## src/rtl/serdes_deser_align.sv

```systemverilog
// ---------------------------------------------------------------------------
// serdes_deser_align
//
// Serial-to-parallel receiver with comma-based word alignment. One serial
// bit is shifted in per clock, MSB of each word first. The receiver hunts
// for the COMMA pattern and uses it to set the word phase. It then needs
// LOCK_CNT consecutive commas on word boundaries before it declares lock.
// While locked it emits one BITS-wide word per BITS cycles. UNLOCK_CNT
// commas seen off the word boundary drop the lock and restart the hunt.
//
// Parameters:
//   BITS        word width (>= 4)
//   COMMA       comma/control pattern, BITS wide
//   LOCK_CNT    consecutive aligned commas needed to lock (>= 1)
//   UNLOCK_CNT  misaligned commas, counted while locked, that drop lock (>= 1)
//
// Ports:
//   clk      in   single clock, all state on the rising edge
//   reset_L  in   asynchronous active-low reset
//   data     in   serial input bit
//   out      out  aligned parallel word (holds between strobes)
//   out_DK   out  1 = out is the comma (control), 0 = data
//   valid    out  one-cycle strobe per emitted word
//   lock     out  alignment locked
//   err_cnt  out  saturating count of misaligned commas seen while locked
//
// Optional feature macro:
//   DESER_ERRCNT_EN  when defined, err_cnt counts misaligned commas, saturates
//                    at 255 and clears only on reset. When undefined, err_cnt
//                    is tied to zero.
// ---------------------------------------------------------------------------
module serdes_deser_align #(
    parameter int              BITS       = 8,
    parameter logic [BITS-1:0] COMMA      = 8'hBC,
    parameter int              LOCK_CNT   = 3,
    parameter int              UNLOCK_CNT = 2
) (
    input  logic            clk,
    input  logic            reset_L,
    input  logic            data,
    output logic [BITS-1:0] out,
    output logic            out_DK,
    output logic            valid,
    output logic            lock,
    output logic [7:0]      err_cnt
);

    localparam int PH_W    = $clog2(BITS);
    localparam int MATCH_W = $clog2(LOCK_CNT + 1);
    localparam int MISS_W  = $clog2(UNLOCK_CNT + 1);

    localparam logic [PH_W-1:0]    PH_LAST    = PH_W'(BITS - 1);
    localparam logic [MATCH_W-1:0] MATCH_LAST = MATCH_W'(LOCK_CNT - 1);
    localparam logic [MISS_W-1:0]  MISS_LAST  = MISS_W'(UNLOCK_CNT - 1);

    typedef enum logic [1:0] {
        HUNT   = 2'd0,
        SYNC   = 2'd1,
        LOCKED = 2'd2
    } state_t;

    state_t              state;
    state_t              next_state;
    logic [BITS-1:0]     sr;
    logic [PH_W-1:0]     ph;
    logic [MATCH_W-1:0]  match_cnt;
    logic [MISS_W-1:0]   miss_cnt;

    logic is_comma;
    logic boundary;
    logic ph_clear;
    logic match_load;
    logic match_inc;
    logic match_clr;
    logic miss_evt;
    logic miss_clr;
    logic emit;

    // The window is the registered shift register itself, so every output
    // below is derived from flops and never from the live serial input.
    assign is_comma = (sr == COMMA);
    assign boundary = (ph == PH_LAST);

    // State register.
    always_ff @(posedge clk or negedge reset_L) begin
        if (!reset_L) begin
            state <= HUNT;
        end else begin
            state <= next_state;
        end
    end

    // Next-state and control decode. A comma on a boundary cycle is always
    // treated as aligned, so it can never also count as a miss.
    always_comb begin
        next_state = state;
        ph_clear   = 1'b0;
        match_load = 1'b0;
        match_inc  = 1'b0;
        match_clr  = 1'b0;
        miss_evt   = 1'b0;
        miss_clr   = 1'b0;
        emit       = 1'b0;
        case (state)
            HUNT: begin
                if (is_comma) begin
                    // The comma defines the word phase: this cycle is a
                    // boundary, so the next word completes BITS cycles on.
                    ph_clear   = 1'b1;
                    match_load = 1'b1;
                    if (LOCK_CNT == 1) begin
                        next_state = LOCKED;
                        emit       = 1'b1;
                        miss_clr   = 1'b1;
                    end else begin
                        next_state = SYNC;
                    end
                end
            end
            SYNC: begin
                if (boundary) begin
                    if (is_comma) begin
                        if (match_cnt == MATCH_LAST) begin
                            next_state = LOCKED;
                            emit       = 1'b1;
                            miss_clr   = 1'b1;
                            match_clr  = 1'b1;
                        end else begin
                            match_inc = 1'b1;
                        end
                    end else begin
                        next_state = HUNT;
                        match_clr  = 1'b1;
                    end
                end
            end
            LOCKED: begin
                if (boundary) begin
                    emit = 1'b1;
                    if (is_comma) begin
                        miss_clr = 1'b1;
                    end
                end else if (is_comma) begin
                    miss_evt = 1'b1;
                    if (miss_cnt == MISS_LAST) begin
                        next_state = HUNT;
                        miss_clr   = 1'b1;
                    end
                end
            end
            default: begin
                next_state = HUNT;
            end
        endcase
    end

    // Shift register, phase counter, alignment counters and registered
    // outputs. lock follows the next state so it rises with the first
    // strobe and falls on the edge that leaves LOCKED.
    always_ff @(posedge clk or negedge reset_L) begin
        if (!reset_L) begin
            sr        <= '0;
            ph        <= '0;
            match_cnt <= '0;
            miss_cnt  <= '0;
            out       <= '0;
            out_DK    <= 1'b0;
            valid     <= 1'b0;
            lock      <= 1'b0;
        end else begin
            sr <= {sr[BITS-2:0], data};

            if (ph_clear || boundary) begin
                ph <= '0;
            end else begin
                ph <= ph + PH_W'(1);
            end

            if (match_clr) begin
                match_cnt <= '0;
            end else if (match_load) begin
                match_cnt <= MATCH_W'(1);
            end else if (match_inc) begin
                match_cnt <= match_cnt + MATCH_W'(1);
            end

            if (miss_clr) begin
                miss_cnt <= '0;
            end else if (miss_evt) begin
                miss_cnt <= miss_cnt + MISS_W'(1);
            end

            valid <= emit;
            if (emit) begin
                out    <= sr;
                out_DK <= is_comma;
            end

            lock <= (next_state == LOCKED);
        end
    end

`ifdef DESER_ERRCNT_EN
    // Saturating misaligned-comma counter; survives loss of lock and relock.
    always_ff @(posedge clk or negedge reset_L) begin
        if (!reset_L) begin
            err_cnt <= 8'd0;
        end else if (miss_evt && (err_cnt != 8'hFF)) begin
            err_cnt <= err_cnt + 8'd1;
        end
    end
`else
    assign err_cnt = 8'd0;
`endif

endmodule

```

## config.mk

```make
export PLATFORM = sky130hd
export DESIGN_NAME = serdes_deser_align
export DESIGN_NICKNAME = d
export VERILOG_FILES = /design/src/rtl/serdes_deser_align.sv
export SDC_FILE = /design/constraint.sdc
export NUM_CORES = 1
export LEC_CHECK = 0
export ABC_AREA = 1
export BUFFER_PORTS_ARGS = -buffer_cell sky130_fd_sc_hd__buf_2
export CORE_ASPECT_RATIO = 0.6
export CORE_MARGIN = 2
export CORE_UTILIZATION = 60
export CTS_BUF_LIST = sky130_fd_sc_hd__clkbuf_2 sky130_fd_sc_hd__clkbuf_4 sky130_fd_sc_hd__clkbuf_8
export CTS_CLUSTER_SIZE = 20
export DETAILED_ROUTE_END_ITERATION = 7
export PLACE_DENSITY = 0.84
export SYNTH_ARGS = -nofsm -noshare
export SYNTH_HDL_FRONTEND = slang
export SYNTH_SLANG_ARGS = --single-unit
```

## constraint.sdc

```tcl
create_clock -name clk -period 4.3 [get_ports clk]
set_clock_uncertainty 0.1 [all_clocks]
set_input_delay 0.645 -clock clk [delete_from_list [all_inputs] [get_ports clk]]
set_output_delay 0.645 -clock clk [all_outputs]
set_load 0.02 [all_outputs]
```

==> impl_metrics.json <==
{
  "clk_latency_ns": 0.27,
  "grt_pass1_vias": 875,
  "synth_compound_area_share_pct": 7.35,
  "synth_cells": 145,
  "max-cap-violations": 0,
  "power_density_nw_per_um2": 465,
  "reg2reg_slack_ns": 2.45,
  "area_growth_pct": 7.72,
  "critical_path_buf_inv_count": 2,
  "start_util_pct": 62.9,
  "ys_seq_area_share_pct": 51.5,
  "hold_viol_final": 0,
  "max_clock_freq_mhz": 540,
  "worst_slew_pin_slew_ns": 0.608,
  "syn_area_um2": 1360,
  "cp.required_ns": 4.41,
  "cpPeakStageDelay_ns": 0.45,
  "arrival_ns": 1.96,
  "route.vias.total": 939,
  "ant_nets": 0,
  "yosysUniqueCellTypes": 24,
  "io_buffers": 13,
  "antenna_cells": 0,
  "grt_overflow": 0,
  "synth_largest_area_cell": "dfrtp_1",
  "cts_hold_buf": 0,
  "holdCritPathClass": "input pin to async pin",
  "post_dp_cell_area_um2": 1410,
  "endpoint_kind": "flop",
  "setup_tns_ns": 0,
  "drtIter0Drc": 37,
  "synth_fa_ha_area_share_pct": 7.35,
  "gp_congestion": 0.887,
  "synth_ff_type": "dfrtp_1",
  "fin_crit_sh_pct": 43.1,
  "numCtsBuffers": 3,
  "crit_slowest_cell": "dfrtp_1",
  "setup_viol": 0,
  "yosysTopAreaCellShare_pct": 51.5,
  "die-height_um": 40.9,
  "synth.area.top_cells": "dfrtp_1 (51%), nand2_1 (9.9%), ha_1 (7.4%)",
  "avgSynthCellArea_um2": 9.39,
  "cts.reportedPaths.clkPinSlew_ns": 0.09,
  "nNetsFinal": 171,
  "grt_pass1_wl_um": 3970,
  "synthSimpleGateAreaFrac_pct": 22.2,
  "synth_seq_cells": 28,
  "synthXorXnorAreaFrac_pct": 0,
  "slew_viol_final": 0,
  "cts.sinks": 28,
  "rsz0062_at_grt": "false",
  "power.total_w": 0.000681,
  "synth_edf_count": 0,
  "rows": 13,
  "ff2ff_path_depth": 8,
  "cp-start-kind": "flop",
  "crit_chain": "inv_2, ha_1, nand3_1, o22ai_4, nand2_4, inv_2, nand2_1, nand2_1",
  "ir_worst_vdd_mv": 0.337,
  "core_area_um2": 2160,
  "die_w_um": 65.5,
  "die_area_um2": 2680,
  "cts_resized": 0,
  "post_cts_buffers": 0,
  "hpwlAfterDp_um": 1890,
  "yosys-mux-area-fraction_pct": 0,
  "antenna_found_initial": 0,
  "vias_per_cell": 4.97,
  "path_delay_family": "simple AND/OR/NAND/NOR gates",
  "p_leak_nw": 0.822,
  "relSlewSlack_pct": 59.4,
  "drc": 0,
  "fin_crit_ns": 1.85,
  "cts-root-buf": "clkbuf_8",
  "wl_um": 2420,
  "cp-startpoint": "state[1]",
  "clk_path_buf_depth": 2,
  "run_status": "complete, no violations",
  "cp.depth": 8,
  "r2r-start": "state[1]",
  "wl_per_cell_um": 12.8,
  "grt_max_degree": 29,
  "cts_tree": "yes",
  "async_flop_share_pct": 100,
  "htreeDepth": 1,
  "critical_path_class": "flop to flop",
  "reg2reg_to": "out[5]",
  "drt-pass1-iter-count": 4,
  "ys_warn_count": 0,
  "final_area_um2": 1470,
  "crit_fanout": 14,
  "layout-drive-gt1-share_pct": 22.6,
  "synth_top_family_by_area": "simple AND/OR/NAND/NOR gates",
  "ios": 22,
  "crit_end": "out[5]",
  "track_usage_pct": 21.0
}
-- where the power goes --
group          internal [W]  switching (W)
combinational     0.0000680       0.000133
clock             0.0000820      0.0000777
sequential         0.000300      0.0000209
total              0.000450       0.000232
-- flip-flops by register name, summed over array words and instances (netlist names) --
| register | flops |
|---|---|
| out_DK | 1 |
| out | 8 |
| miss_cnt | 2 |
| valid | 1 |
| state | 2 |
| lock | 1 |
| match_cnt | 2 |
| sr | 8 |
| ph | 3 |
-- placed cells by master, fill, tap and decap left out, types with 6 or more instances in the layout --
cell     synthesis  layout
buf_2            0      13
inv_1           14      14
inv_2            6       6
nand3_1         10      10
nand2_1         36      36
dfrtp_1         28      28
conb_1           1       8
nor2_1           7       7
ha_1             8       8
-- worst min path at each step --
stage          startpoint     to  depth (start not counted)
4_1_cts           reset_L  ph[1]                          1
5_1_grt           reset_L  ph[1]                          1
3_3_place_gp        sr[1]  sr[2]                          0
6_report          reset_L  ph[1]                          1
2_1_floorplan     reset_L   lock                          0
3_5_place_dp        sr[1]  sr[2]                          0
-- metal layers --
layer / GRT usage [%] / vias to the layer above / wire length, µm
li1: - / 461 / -
met1: 26.7 / 443 / 1120
met2: 36.0 / 33 / 1130
met3: 7.42 / 2 / 162
met4: 4.17 / 0 / 12
met5: 0 / - / 0
-- cells in the mapped netlist (2+ instances only) --
cell type / n
a21oi_1: 3
buf_4: 9
dfrtp_1: 28
ha_1: 8
inv_1: 14
inv_2: 6
nand2_1: 36
nand2_2: 2
nand2_4: 2
nand3_1: 10
nor2_1: 7
nor2_4: 2
o21ai_0: 4
o21ai_1: 2
o21ai_2: 3
-- cell families after synthesis --
family                   after synthesis
AO/OA/AOI/OAI                         14
flip-flops                            28
AND/OR/NAND/NOR                       64
adder cells (fa/ha/maj)                8
other                                  1
buffers and inverters                 30
-- through the flow --
stage                     setup slack [ns]  utilization, %  hold slack [ns]  std cells
after floorplan                       2.68               -            0.249        152
after global placement                2.56            65.2            0.261        185
after global routing                  2.29            67.8            0.311        189
after detailed placement              2.49            65.2            0.279        185
final                                 2.45            67.8            0.266        189
after CTS                             2.47            67.8            0.287        189
-- cell type report --
class | count | area (µm²)
sequential | 28 | 701
fill | 181 | 697
multi-input combinational | 94 | 533
inverter | 20 | 75.1
timing repair buffer | 13 | 65.1
clock buffer | 4 | 55.1
tap | 30 | 37.5
No activity file was read; power rests on OpenSTA's default activity.
